[config.mk]
export PLATFORM = sky130hd
export DESIGN_NAME = core_sequencer_flat
export DESIGN_NICKNAME = d
export VERILOG_FILES = /design/src/rtl/core_sequencer_pkg.sv /design/src/rtl/core_sequencer_if.sv /design/src/rtl/vsync_sync.sv /design/src/rtl/core_sequencer.sv /design/src/flat_wrapper.sv
export SDC_FILE = /design/constraint.sdc
export NUM_CORES = 1
export LEC_CHECK = 0
export ABC_AREA = 1
export ABC_CLOCK_PERIOD_IN_PS = 2700
export CORE_AREA = 2 2 98 81
export DETAILED_ROUTE_END_ITERATION = 6
export DIE_AREA = 0 0 100 83
export GPL_ROUTABILITY_DRIVEN = 0
export PLACE_DENSITY = 0.85
export SLEW_MARGIN = 10
export SYNTH_ARGS = -nofsm -noshare
export SYNTH_HDL_FRONTEND = slang
export SYNTH_SLANG_ARGS = --single-unit
[constraint.sdc]
create_clock -name clk -period 2.7 [get_ports clk]
set_input_delay 0.675 -clock clk [delete_from_list [all_inputs] [get_ports clk]]
set_output_delay 0.675 -clock clk [all_outputs]
set_load 0.01 [all_outputs]
[src/rtl/core_sequencer_pkg.sv]
// Shared constants and types for the core program sequencer.
package core_sequencer_pkg;

    // Filler word the core treats as a no-op.
    localparam logic [14:0] NOP = 15'h0028;

    // Program word field positions.
    localparam int unsigned CTRL_BIT    = 15;
    localparam int unsigned OP_MSB      = 14;
    localparam int unsigned OP_LSB      = 12;
    localparam int unsigned OPERAND_MSB = 11;
    localparam int unsigned OPERAND_LSB = 0;

    // Control-word opcodes; 3'b101..3'b111 are reserved.
    localparam logic [2:0] OP_HALT  = 3'b000;
    localparam logic [2:0] OP_JMP   = 3'b001;
    localparam logic [2:0] OP_LOOP  = 3'b010;
    localparam logic [2:0] OP_ENDL  = 3'b011;
    localparam logic [2:0] OP_WAITV = 3'b100;

    typedef enum logic [1:0] {
        IDLE,
        PRIME,
        RUN,
        WAIT_V
    } seq_state_e;

endpackage

[src/rtl/core_sequencer_if.sv]
// Control, ROM and core-facing signals of the sequencer.
interface core_sequencer_if #(
    parameter int unsigned INSTRUCTION_WIDTH  = 15,
    parameter int unsigned PROG_ADDRESS_WIDTH = 10
);
    logic                          start;
    logic [PROG_ADDRESS_WIDTH-1:0] start_address;
    logic                          abort;
    logic [PROG_ADDRESS_WIDTH-1:0] prog_address;
    logic [15:0]                   prog_data;
    logic [INSTRUCTION_WIDTH-1:0]  instruction;
    logic                          issue;
    logic                          busy;
    logic                          done;

    // Sequencer side.
    modport master (
        input  start, start_address, abort, prog_data,
        output prog_address, instruction, issue, busy, done
    );

    // Controller / ROM / core side.
    modport slave (
        output start, start_address, abort, prog_data,
        input  prog_address, instruction, issue, busy, done
    );
endinterface

[src/rtl/vsync_sync.sv]
// Two-flop synchroniser for the asynchronous vsync, followed by a
// rising-edge detector producing a one-cycle pulse.
module vsync_sync (
    input  logic clk,
    input  logic reset,
    input  logic vsync,
    output logic rise
);
    logic meta;
    logic sync;
    logic prev;

    // Synchronise vsync and keep one delayed copy for edge detection.
    always_ff @(posedge clk or posedge reset) begin
        if (reset) begin
            meta <= 1'b0;
            sync <= 1'b0;
            prev <= 1'b0;
        end else begin
            meta <= vsync;
            sync <= meta;
            prev <= sync;
        end
    end

    assign rise = sync & ~prev;
endmodule

[src/rtl/core_sequencer.sv]
// Program sequencer: fetches one word per cycle from a synchronous ROM,
// issues core words and executes JMP/LOOP/ENDL/WAITV/HALT control words.
module core_sequencer
    import core_sequencer_pkg::*;
#(
    parameter int unsigned INSTRUCTION_WIDTH  = 15,
    parameter int unsigned PROG_ADDRESS_WIDTH = 10,
    parameter int unsigned LOOP_WIDTH         = 12
) (
    input  logic             clk,
    input  logic             reset,
    input  logic             vsync,
    core_sequencer_if.master bus
);
    localparam logic [INSTRUCTION_WIDTH-1:0]  NOP_WORD = INSTRUCTION_WIDTH'(NOP);
    localparam logic [PROG_ADDRESS_WIDTH-1:0] ADDR_ONE = PROG_ADDRESS_WIDTH'(1);
    localparam logic [LOOP_WIDTH-1:0]         LOOP_ONE = LOOP_WIDTH'(1);

    seq_state_e                    state;
    logic [PROG_ADDRESS_WIDTH-1:0] data_addr;    // address of the word on prog_data
    logic                          data_valid;   // prog_data holds a word to execute
    logic                          halt_pending;
    logic [LOOP_WIDTH-1:0]         loop_count;
    logic [PROG_ADDRESS_WIDTH-1:0] loop_start;
    logic                          vsync_rise;

    logic                          is_ctrl;
    logic [2:0]                    op;
    logic [11:0]                   operand;
    logic [LOOP_WIDTH-1:0]         loop_init;

    assign is_ctrl   = bus.prog_data[CTRL_BIT];
    assign op        = bus.prog_data[OP_MSB:OP_LSB];
    assign operand   = bus.prog_data[OPERAND_MSB:OPERAND_LSB];
    assign loop_init = (operand == '0) ? LOOP_ONE : LOOP_WIDTH'(operand);

    vsync_sync u_vsync_sync (
        .clk   (clk),
        .reset (reset),
        .vsync (vsync),
        .rise  (vsync_rise)
    );

    // Sequencer FSM: fetch, decode and registered core-facing outputs.
    // A taken branch clears data_valid so the word already in flight is
    // replaced by a NOP; done is delayed one cycle behind the HALT slot.
    always_ff @(posedge clk or posedge reset) begin
        if (reset) begin
            state            <= IDLE;
            bus.prog_address <= '0;
            bus.instruction  <= NOP_WORD;
            bus.issue        <= 1'b0;
            bus.busy         <= 1'b0;
            bus.done         <= 1'b0;
            data_addr        <= '0;
            data_valid       <= 1'b0;
            halt_pending     <= 1'b0;
            loop_count       <= '0;
            loop_start       <= '0;
        end else begin
            bus.instruction <= NOP_WORD;
            bus.issue       <= 1'b0;
            bus.done        <= halt_pending;
            halt_pending    <= 1'b0;
            data_valid      <= 1'b0;
            if (bus.abort) begin
                state    <= IDLE;
                bus.busy <= 1'b0;
                bus.done <= 1'b0;
            end else begin
                case (state)
                    IDLE: begin
                        if (bus.start) begin
                            state            <= PRIME;
                            bus.busy         <= 1'b1;
                            bus.prog_address <= bus.start_address;
                        end
                    end
                    PRIME: begin
                        state            <= RUN;
                        bus.prog_address <= bus.prog_address + ADDR_ONE;
                        data_addr        <= bus.prog_address;
                        data_valid       <= 1'b1;
                    end
                    RUN: begin
                        bus.prog_address <= bus.prog_address + ADDR_ONE;
                        data_addr        <= bus.prog_address;
                        data_valid       <= 1'b1;
                        if (data_valid) begin
                            if (!is_ctrl) begin
                                bus.instruction <= INSTRUCTION_WIDTH'(bus.prog_data[CTRL_BIT-1:0]);
                                bus.issue       <= 1'b1;
                            end else begin
                                case (op)
                                    OP_HALT: begin
                                        state        <= IDLE;
                                        bus.busy     <= 1'b0;
                                        halt_pending <= 1'b1;
                                    end
                                    OP_JMP: begin
                                        bus.prog_address <= operand[PROG_ADDRESS_WIDTH-1:0];
                                        data_valid       <= 1'b0;
                                    end
                                    OP_LOOP: begin
                                        loop_count <= loop_init;
                                        loop_start <= data_addr + ADDR_ONE;
                                    end
                                    OP_ENDL: begin
                                        if (loop_count > LOOP_ONE) begin
                                            loop_count       <= loop_count - LOOP_ONE;
                                            bus.prog_address <= loop_start;
                                            data_valid       <= 1'b0;
                                        end else begin
                                            loop_count <= '0;
                                        end
                                    end
                                    OP_WAITV: begin
                                        state            <= WAIT_V;
                                        bus.prog_address <= data_addr + ADDR_ONE;
                                    end
                                    default: ;
                                endcase
                            end
                        end
                    end
                    WAIT_V: begin
                        if (vsync_rise) begin
                            state <= PRIME;
                        end
                    end
                endcase
            end
        end
    end
endmodule

[src/flat_wrapper.sv]
// flat-port wrapper written by rule: the top's interface ports become plain ports
module core_sequencer_flat import core_sequencer_pkg::*;
#(
    parameter int unsigned INSTRUCTION_WIDTH  = 15,
    parameter int unsigned PROG_ADDRESS_WIDTH = 10,
    parameter int unsigned LOOP_WIDTH         = 12
)
  (clk, reset, vsync, bus_start, bus_start_address, bus_abort, bus_prog_data, bus_prog_address, bus_instruction, bus_issue, bus_busy, bus_done);
  core_sequencer_if #(.INSTRUCTION_WIDTH(INSTRUCTION_WIDTH), .PROG_ADDRESS_WIDTH(PROG_ADDRESS_WIDTH)) bus_i ();
  input  logic clk;
  input  logic reset;
  input  logic vsync;
  input wire logic [$bits(bus_i.start)-1:0] bus_start;
  input wire logic [$bits(bus_i.start_address)-1:0] bus_start_address;
  input wire logic [$bits(bus_i.abort)-1:0] bus_abort;
  input wire logic [$bits(bus_i.prog_data)-1:0] bus_prog_data;
  output wire logic [$bits(bus_i.prog_address)-1:0] bus_prog_address;
  output wire logic [$bits(bus_i.instruction)-1:0] bus_instruction;
  output wire logic [$bits(bus_i.issue)-1:0] bus_issue;
  output wire logic [$bits(bus_i.busy)-1:0] bus_busy;
  output wire logic [$bits(bus_i.done)-1:0] bus_done;
  assign bus_i.start = bus_start;
  assign bus_i.start_address = bus_start_address;
  assign bus_i.abort = bus_abort;
  assign bus_i.prog_data = bus_prog_data;
  assign bus_prog_address = bus_i.prog_address;
  assign bus_instruction = bus_i.instruction;
  assign bus_issue = bus_i.issue;
  assign bus_busy = bus_i.busy;
  assign bus_done = bus_i.done;
  core_sequencer #(.INSTRUCTION_WIDTH(INSTRUCTION_WIDTH), .PROG_ADDRESS_WIDTH(PROG_ADDRESS_WIDTH), .LOOP_WIDTH(LOOP_WIDTH)) u_core (.clk(clk), .reset(reset), .vsync(vsync), .bus(bus_i));
endmodule
======== After elaboration in Yosys (flattened, before gate mapping) ========
Index checks and enable logic that the tools add are counted.
word-level totals
  flip-flop bits (word level) ............. 67
  bits in latches ......................... 0
  bits in writable memories ............... 0
  bits in read-only memories .............. 0
  input bits .............................. 31
  output and inout port bits .............. 28
  word-level logic and storage cells ...... 90
  memories ................................ 0
operators by class
  add/subtract/negate cells ............... 3
  multiply operators ...................... 0
  divide/modulo/power cells ............... 0
  order comparisons ....................... 1
  equal/unequal tests ..................... 14
  shift-type cells ........................ 0
  mux-type cells .......................... 42
  bitwise gates (word level) .............. 3
  reductions and logical operators ........ 13
operators by type and width
  kind                                                    count
  two-way mux 15 bit                                      4
  case mux 10 bit (3 select lines)                        2
  two-way mux 10 bit                                      4
  two-way mux 12 bit                                      2
  case mux 12 bit (2 select lines)                        1
  adder 10 x 1 -> 10 bit (second input constant)          2
  AND reduction 5 bit                                     4
  two-way mux 1 bit                                       19
  > comparator 12 x 1 -> 1 bit (second input constant)    1
  zero test 12 bit                                        1
  inequality test 3 bit (second input constant)           4
  subtractor 12 x 1 -> 12 bit (second input constant)     1
  two-way mux 2 bit                                       5
  case mux 2 bit (4 select lines)                         1
  == test 3 x 2 -> 1 bit (second input constant)          2
  case mux 1 bit (2 select lines)                         3
  nonzero test 3 bit                                      2
  == test 2 bit (second input constant)                   2
  inequality test 4 bit (second input constant)           1
  case mux 2 bit (2 select lines)                         1
  == test 3 x 1 -> 1 bit (second input constant)          1
  == test 3 bit (second input constant)                   1
  zero test 3 bit                                         1
  inequality test 3 x 2 -> 1 bit (second input constant)  1
  9 further kinds                                         10

======== Logic depth before layout (Yosys ltp) ========
Gate-level depths: netlist of the first run.
  word-level depth ........................ 7
  depth in mapped cells ................... 13
  mapped depth without buffers ............ 13

======== By module ========
Synthesis of the first run repeated with hierarchy kept, for this count alone.
second synthesis, totals
  cells, all modules ...................... 538
  area, all modules ....................... 3975.1 um^2
modules (own cells, without submodules)
  module          times used  cells each  area an instance (um^2)  sequential area each (um^2)
  core_sequencer  1           532         3886.2                   1604.0
  vsync_sync      1           6           88.8                     75.1

======== Worst setup path after synthesis of the first run ========
No wires, ideal clock.
  kind .................................... register -> register
  start ................................... register u_core.state[0]
  end ..................................... register u_core.loop_start[5]
  arrival time ............................ 1.609 ns
  data required time ...................... 2.582 ns
  setup slack ............................. 0.973 ns
  stages on the path, launching flop included .. 12
  buffers on the path ..................... 2
  clock period less this slack ............ 1.727 ns
  cells stage by stage .................... dfrtp_1 inv_1 ha_1 buf_4 nand2_1 nor2_1 nand2_2 nor2_4 inv_2 buf_2 nand2_1 nand2_1
between the ends
  cells in the longest elaborated chain, start to end .. 2
RTL lines
  item                                  RTL line               source
  from (decl)                           core_sequencer.sv:19   seq_state_e state;
  from (signal assigned)                core_sequencer.sv:49   state <= IDLE;
  from (signal assigned)                core_sequencer.sv:67   state <= IDLE;
  from (signal assigned)                core_sequencer.sv:74   state <= PRIME;
  == test 2 bit                         core_sequencer.sv:71   case (state)
  AND reduction 5 bit (no source line)  --
  to (signal assigned)                  core_sequencer.sv:106  loop_start <= data_addr + ADDR_ONE;
  to (decl)                             core_sequencer.sv:24   logic [PROG_ADDRESS_WIDTH-1:0] loop_start;
No other way between the ends.
A chain may end at the register's enable or synchronous reset.

======== Final worst setup path of the first run ========
  start ................................... input bus_prog_data[12]
  end ..................................... register u_core.loop_count[0]
between the ends
  cells in the longest elaborated chain, start to end .. 3
  elaborated cells on any way between the ends .. 5
  classes of those cells .................. 2 x eq/ne; 1 x mux; 2 x reduce/logical
RTL lines
  item                                  RTL line               source
  from (decl)                           flat_wrapper.sv:16     input wire logic [$bits(bus_i.prog_data)-1:0] bus_prog_data;
  == test 3 x 2 -> 1 bit                core_sequencer.sv:94   case (op)
  nonzero test 2 bit (no source line)   --
  AND reduction 5 bit (no source line)  --
  to (signal assigned)                  core_sequencer.sv:105  loop_count <= loop_init;
  to (signal assigned)                  core_sequencer.sv:110  loop_count <= loop_count - LOOP_ONE;
  to (decl)                             core_sequencer.sv:23   logic [LOOP_WIDTH-1:0] loop_count;
Several ways; a longest one is shown, not always the timed one.

==> impl_metrics.yaml, run 1 <==
setup_path:
  crit_slowest_cell: "clkdlybuf4s50_1"
  cp_max_fo: 9
  crit_top_cell: "o21ai_0"
  cp-start-kind: "primary input"
  worstPathCellList: "clkdlybuf4s50_1 > inv_2 > nor2_4 > inv_2 > nor2_8 > buf_4 > inv_1 > o21ai_0 > o21ai_0 > nand2_1 > o21ai_0"
  cp-end-kind: "flip-flop"
  cp.required_ns: 2.93
  cp.arrival_ns: 2.47
  path_class: "in2reg"
  max_stage_delay_ns: 0.59
clock_network:
  cts_tree: "yes"
  cts_hold_buf: 0
  post-cts-setup-buffers: 0
  cts_sinks: 67
  cts_buffers: 9
  ctsHtreeMaxLevel: 3
  clk_pin_slew_ns: 0.07
  cts_root_buf: "clkbuf_8"
  clock_latency_ns: 0.35
  cts_resized: 0
  clockBufferDepth: 2
place:
  dp_hpwl_um: 7510
  numPortBuffers: 58
timing:
  maxSlewHeadroom: 0.679
  rsz0062_at_grt: "no"
  worst_pin_slew_ns: 0.480
  timing.fmax_ghz: 0.445
  hold_viol_final: 0
  timing.hold.ws_ns: 0.368
  finalCritPeriodShare: 0.832
  fin_crit_ns: 2.25
  setup_viol: 0
  clock_skew_ns: 0.00447
  slew_viol_final: 0
  timing.setup.tns_ns: 0
die:
  die_h_um: 83
  num_rows: 28
  dieArea_mm2: 0.00830
  initial_core_util: 0.530
  coreArea_mm2: 0.00729
  ios: 59
  die_w_um: 100
flow_run:
  drv_cap: 0
route:
  vias: 3753
  met3RoutedLength_um: 689
  postRouteAntennaNets: 0
  dr.pass1.iters: 5
  initialDrtViolationCount: 378
  top_layer: "met4"
  via_per_inst: 5.52
  route.detailed.drc: 0
  wl_per_cell_um: 14.8
  wl_met1_um: 4560
  met2_wirelength_um: 4580
  wl_um: 10000
synth:
  synth_async_sr_flop_share: 1.00
  ys_top_cells_by_area: "dfrtp_1 42%, nand2_1 13%, nand3_1 6.3%"
  yosysTopAreaCell: "dfrtp_1"
  synth_cells: 518
  synth_warnings: 0
  syn_nets: 558
  ys_seq_area_frac: 0.434
  netlist_area_mm2: 0.00386
  synth_edf_count: 0
  synth_area_per_cell_um2: 7.46
  synth_top_flop_cell: "dfrtp_1"
  synth_cell_type_count: 37
  synth-seq-cells: 67
  synth_top_area_share: 0.421
finish:
  drive_above_1_share: 0.0915
  seqCellArea_mm2: 0.00168
  finalNetCount: 625
  n_antenna_cell: 0
  final_common_cell: "nand2_1"
  fillers: 615
  final_cell_mix: "132 x nand2_1, 65 x dfrtp_1, 64 x nor2_1"
  multi_input_area_mm2: 0.00187
  area_growth_pct: 24.2
status:
  status: "complete, no violations"
power:
  total_power_w: 0.00358
  ir_drop_uv: 544
  leakagePower_nw: 2.29
  p_per_area_mw_per_mm2: 746
grt:
  grt_first_pass_wirelength_um: 17200
  grt_max_degree: 68
  antenna_found_initial: 0
  grt_usage: 0.257
  grt_pass1_vias: 3666
  gr-total-overflow: 0
hold_path:
  hp-class: "reg2reg"
-- synth_stat cells, drive strengths merged (2+ instances only) --
cell type and instances:
nand2 140, nor2 72, inv 67, dfrtp 65
nand3 50, o21ai 45, a21oi 16, nand4 10
ha 9, xor2 8, clkbuf 6, buf 5
o22ai 5, a22oi 3, nor3 3, dfstp 2
o21bai 2, o32ai 2, or2 2
-- critical path, delay by kind of cell --
family,cells,cell delay [ns]
buffers and inverters,5,1.07
AOI/OAI and AO/OA,3,0.35
and+or+nand+nor,3,0.36
-- per-layer routing --
layer  global-route usage  up-vias
li1                     -     1796
met1                0.363     1766
met2                0.384      162
met3               0.0715       29
met4               0.0847        0
met5                    0        -
-- cell type report --
type | count | share of cell area
multi-input combinational | 373 | 0.390
sequential | 67 | 0.350
timing repair buffer | 67 | 0.138
inverter | 67 | 0.0524
clock buffer | 10 | 0.0287
tap | 90 | 0.0234
clock inverter | 6 | 0.0185
-- metrics by stage --
| stage | util | std cells | area, µm² | setup WS, ns |
|---|---|---|---|---|
| 2_1_floorplan | - | 518 | 3860 | 0.345 |
| 3_3_place_gp | 0.628 | 664 | 4580 | 0.227 |
| 3_5_place_dp | 0.628 | 664 | 4580 | 0.123 |
| 4_1_cts | 0.659 | 680 | 4800 | 0.490 |
| 5_1_grt | 0.659 | 680 | 4800 | 0.305 |
| 6_report | 0.659 | 680 | 4800 | 0.454 |
-- logic make-up after synthesis --
| logic type | after synthesis | synth area share |
|---|---|---|
| buf+inv | 78 | 0.0813 |
| xor+xnor | 9 | 0.0204 |
| simple gates | 279 | 0.324 |
| compound gates | 76 | 0.111 |
| fa+ha+maj | 9 | 0.0291 |
| flops | 67 | 0.434 |
-- flip-flops by register name, summed over array words and instances (netlist names) --
signal                    flops
u_core.bus.done               1
u_core.bus.instruction       15
u_core.loop_count            12
u_core.bus.busy               1
u_core.u_vsync_sync.prev      1
u_core.halt_pending           1
u_core.u_vsync_sync.meta      1
u_core.bus.issue              1
u_core.data_valid             1
u_core.state                  2
u_core.loop_start            10
u_core.u_vsync_sync.sync      1
u_core.data_addr             10
u_core.bus.prog_address      10
-- path summary, 6_finish.rpt --
path	cells past startpoint	slack [ns]	endpoint	from
setup / recovery	11	0.45	u_core.loop_count[0]$_DFFE_PP0P_	bus_prog_data[12]
hold / removal	0	0.37	u_core.u_vsync_sync.sync$_DFF_PP0_	u_core.u_vsync_sync.meta$_DFF_PP0_
setup reg to reg	13	0.52	u_core.bus.prog_address[2]$_DFFE_PP0P_	u_core.loop_count[0]$_DFFE_PP0P_
hold reg to reg	0	0.37	u_core.u_vsync_sync.sync$_DFF_PP0_	u_core.u_vsync_sync.meta$_DFF_PP0_
max in group asynchronous	3	1.67	u_core.bus.instruction[3]$_DFF_PP1_	reset
min in group asynchronous	3	0.71	u_core.bus.instruction[11]$_DFF_PP0_	reset
-- where the power goes --
| part | switching, W | internal (W) |
|---|---|---|
| logic | 0.000713 | 0.000513 |
| clock network | 0.000409 | 0.000545 |
| registers | 0.000229 | 0.00117 |
Power figures use the tool's default switching activity.
==> run 2, diff against run 1 <==
--- a/config.mk
+++ b/config.mk
@@ -6,7 +6,7 @@
 export NUM_CORES = 1
 export LEC_CHECK = 0
 export ABC_AREA = 1
-export ABC_CLOCK_PERIOD_IN_PS = 2700
+export ABC_CLOCK_PERIOD_IN_PS = 2200
 export CORE_AREA = 2 2 98 81
 export DETAILED_ROUTE_END_ITERATION = 6
 export DIE_AREA = 0 0 100 83
==> constraint.sdc (replaced) <==
create_clock -name clk -period 2.2 [get_ports clk]
set_input_delay 0.55 -clock clk [delete_from_list [all_inputs] [get_ports clk]]
set_output_delay 0.55 -clock clk [all_outputs]
set_load 0.01 [all_outputs]
==> impl_metrics.yaml, run 2 (synthesis results as in run 1) <==
setup_path:
  ff2ff_path_depth: 10
  cp_max_fo: 9
  path_delay_family: "buffers and inverters"
  cp-end-kind: "output pin"
  cp.arrival_ns: 1.46
  reg2reg_to: "u_core.loop_count[10]$_DFFE_PP0P_"
  path_class: "reg2out"
  ff2ff_setup_slack_ns: 0.21
  worst-path-buf-inv: 1
  r2r-start: "u_core.loop_count[0]$_DFFE_PP0P_"
  cp-start-kind: "flip-flop"
  cp.required_ns: 1.65
  worstPathCellList: "clkdlybuf4s50_1"
  crit_slowest_cell: "clkdlybuf4s50_1"
  max_stage_delay_ns: 0.60
finish:
  n_antenna_cell: 0
  area_growth_pct: 27.7
  finalNetCount: 644
  largestRegisters: "u_core.bus.instruction x15, u_core.loop_count x12"
  final_common_cell: "nand2_1"
  final_cell_mix: "132 x nand2_1, 65 x dfrtp_1, 64 x nor2_1"
  largest-register: "u_core.bus.instruction"
  design_area_mm2: 0.00494
  largest_reg_flops: 15
  utilization: 0.678
  drive_above_1_share: 0.120
hold_path:
  holdPathEnd: "u_core.u_vsync_sync.sync$_DFF_PP0_"
  min_from: "u_core.u_vsync_sync.meta$_DFF_PP0_"
  whs_path_depth: 0
  hp-class: "reg2reg"
place:
  place_area_mm2: 0.00473
  numPortBuffers: 58
  dp_hpwl_um: 7670
die:
  num_rows: 28
  die_h_um: 83
  dieArea_mm2: 0.00830
  initial_core_util: 0.530
  coreArea_mm2: 0.00729
  die_w_um: 100
  ios: 59
power:
  leakagePower_nw: 2.36
  ir_drop_uv: 665
  p_per_area_mw_per_mm2: 879
  total_power_w: 0.00434
clock_network:
  cts_sinks: 67
  clk_pin_slew_ns: 0.08
  post-cts-setup-buffers: 0
  cts_buffers: 9
  cts_hold_buf: 0
  cts_root_buf: "clkbuf_8"
  ctsHtreeMaxLevel: 3
  clock_latency_ns: 0.36
  cts_tree: "yes"
  clockBufferDepth: 2
  cts_resized: 0
flow_run:
  drv_cap: 0
timing:
  timing.fmax_ghz: 0.498
  finalCritPeriodShare: 0.913
  worst_pin_slew_ns: 0.363
  fin_crit_ns: 2.01
  maxSlewHeadroom: 0.758
  rsz0062_at_grt: "no"
  setup_viol: 0
  clock_skew_ns: 0.0112
  slew_viol_final: 0
  hold_viol_final: 0
status:
  status: "complete, no violations"
route:
  wl_um: 10400
  via_per_inst: 5.48
  route.detailed.drc: 0
  postRouteAntennaNets: 0
  initialDrtViolationCount: 320
  wl_per_cell_um: 14.8
  vias: 3831
  dr.pass1.iters: 5
grt:
  grt_first_pass_wirelength_um: 17300
  gr-total-overflow: 0
  grt_usage: 0.260
  antenna_found_initial: 0
  grt_max_degree: 68
  grt_pass1_vias: 3610
-- run 2: cell count changes in the layout (fill, tap and decap cells not counted), sizes merged --
cell,before,now
inv,67,66
buf,9,28
clkinv,2,3
bufinv,2,1
clkbuf,10,9
clkinvlp,2,4
-- run 2: layer usage --
layer,track usage,vias to the layer above,share of wire
met3,0.0648,22,0.067
met1,0.365,1815,0.45
met4,0.0635,0,0.016
met5,0,-,0
met2,0.407,155,0.46
li1,-,1839,-
-- run 2: per-stage QoR --
stage	hold WS (ns)	std cells	worst slack, ns	setup TNS [ns]
finish	0.370	699	0.192	0
floorplan	0.331	518	0.473	0
detailed placement	0.357	683	-0.0387	-0.0638
global route	0.389	699	0.0941	0
CTS	0.375	699	0.190	0
global placement	0.333	683	0.00552	0
-- run 2: worst max path at each step --
stage / from / to / slack (ns) / depth (start not counted)
after global routing: u_core.loop_count[0]$_DFFE_PP0P_ / u_core.loop_count[10]$_DFFE_PP0P_ / 0.09 / 10
final: u_core.bus.prog_address[5]$_DFFE_PP0P_ / bus_prog_address[5] / 0.19 / 1
after global placement: bus_prog_data[12] / u_core.bus.prog_address[6]$_DFFE_PP0P_ / 0.006 / 14
after CTS: u_core.bus.prog_address[5]$_DFFE_PP0P_ / bus_prog_address[5] / 0.19 / 1
after detailed placement: bus_abort / u_core.loop_count[11]$_DFFE_PP0P_ / -0.04 / 9
after floorplan: u_core.state[0]$_DFFE_PP0P_ / u_core.loop_start[5]$_DFFE_PP0P_ / 0.47 / 11
-- run 2: power breakdown --
part,switching (W),internal (W),total [W]
logic,0.000912,0.000663,0.00157
clock network,0.000523,0.000528,0.00105
registers,0.000276,0.00144,0.00172
total,0.00171,0.00263,0.00434
-- run 2: cell type report --
class	instances	area (µm²)
timing repair buffer	86	816
fill	592	2350
tap	90	113
multi-input combinational	373	1870
clock buffer	9	124
clock inverter	7	78.8
inverter	67	255
sequential	67	1680
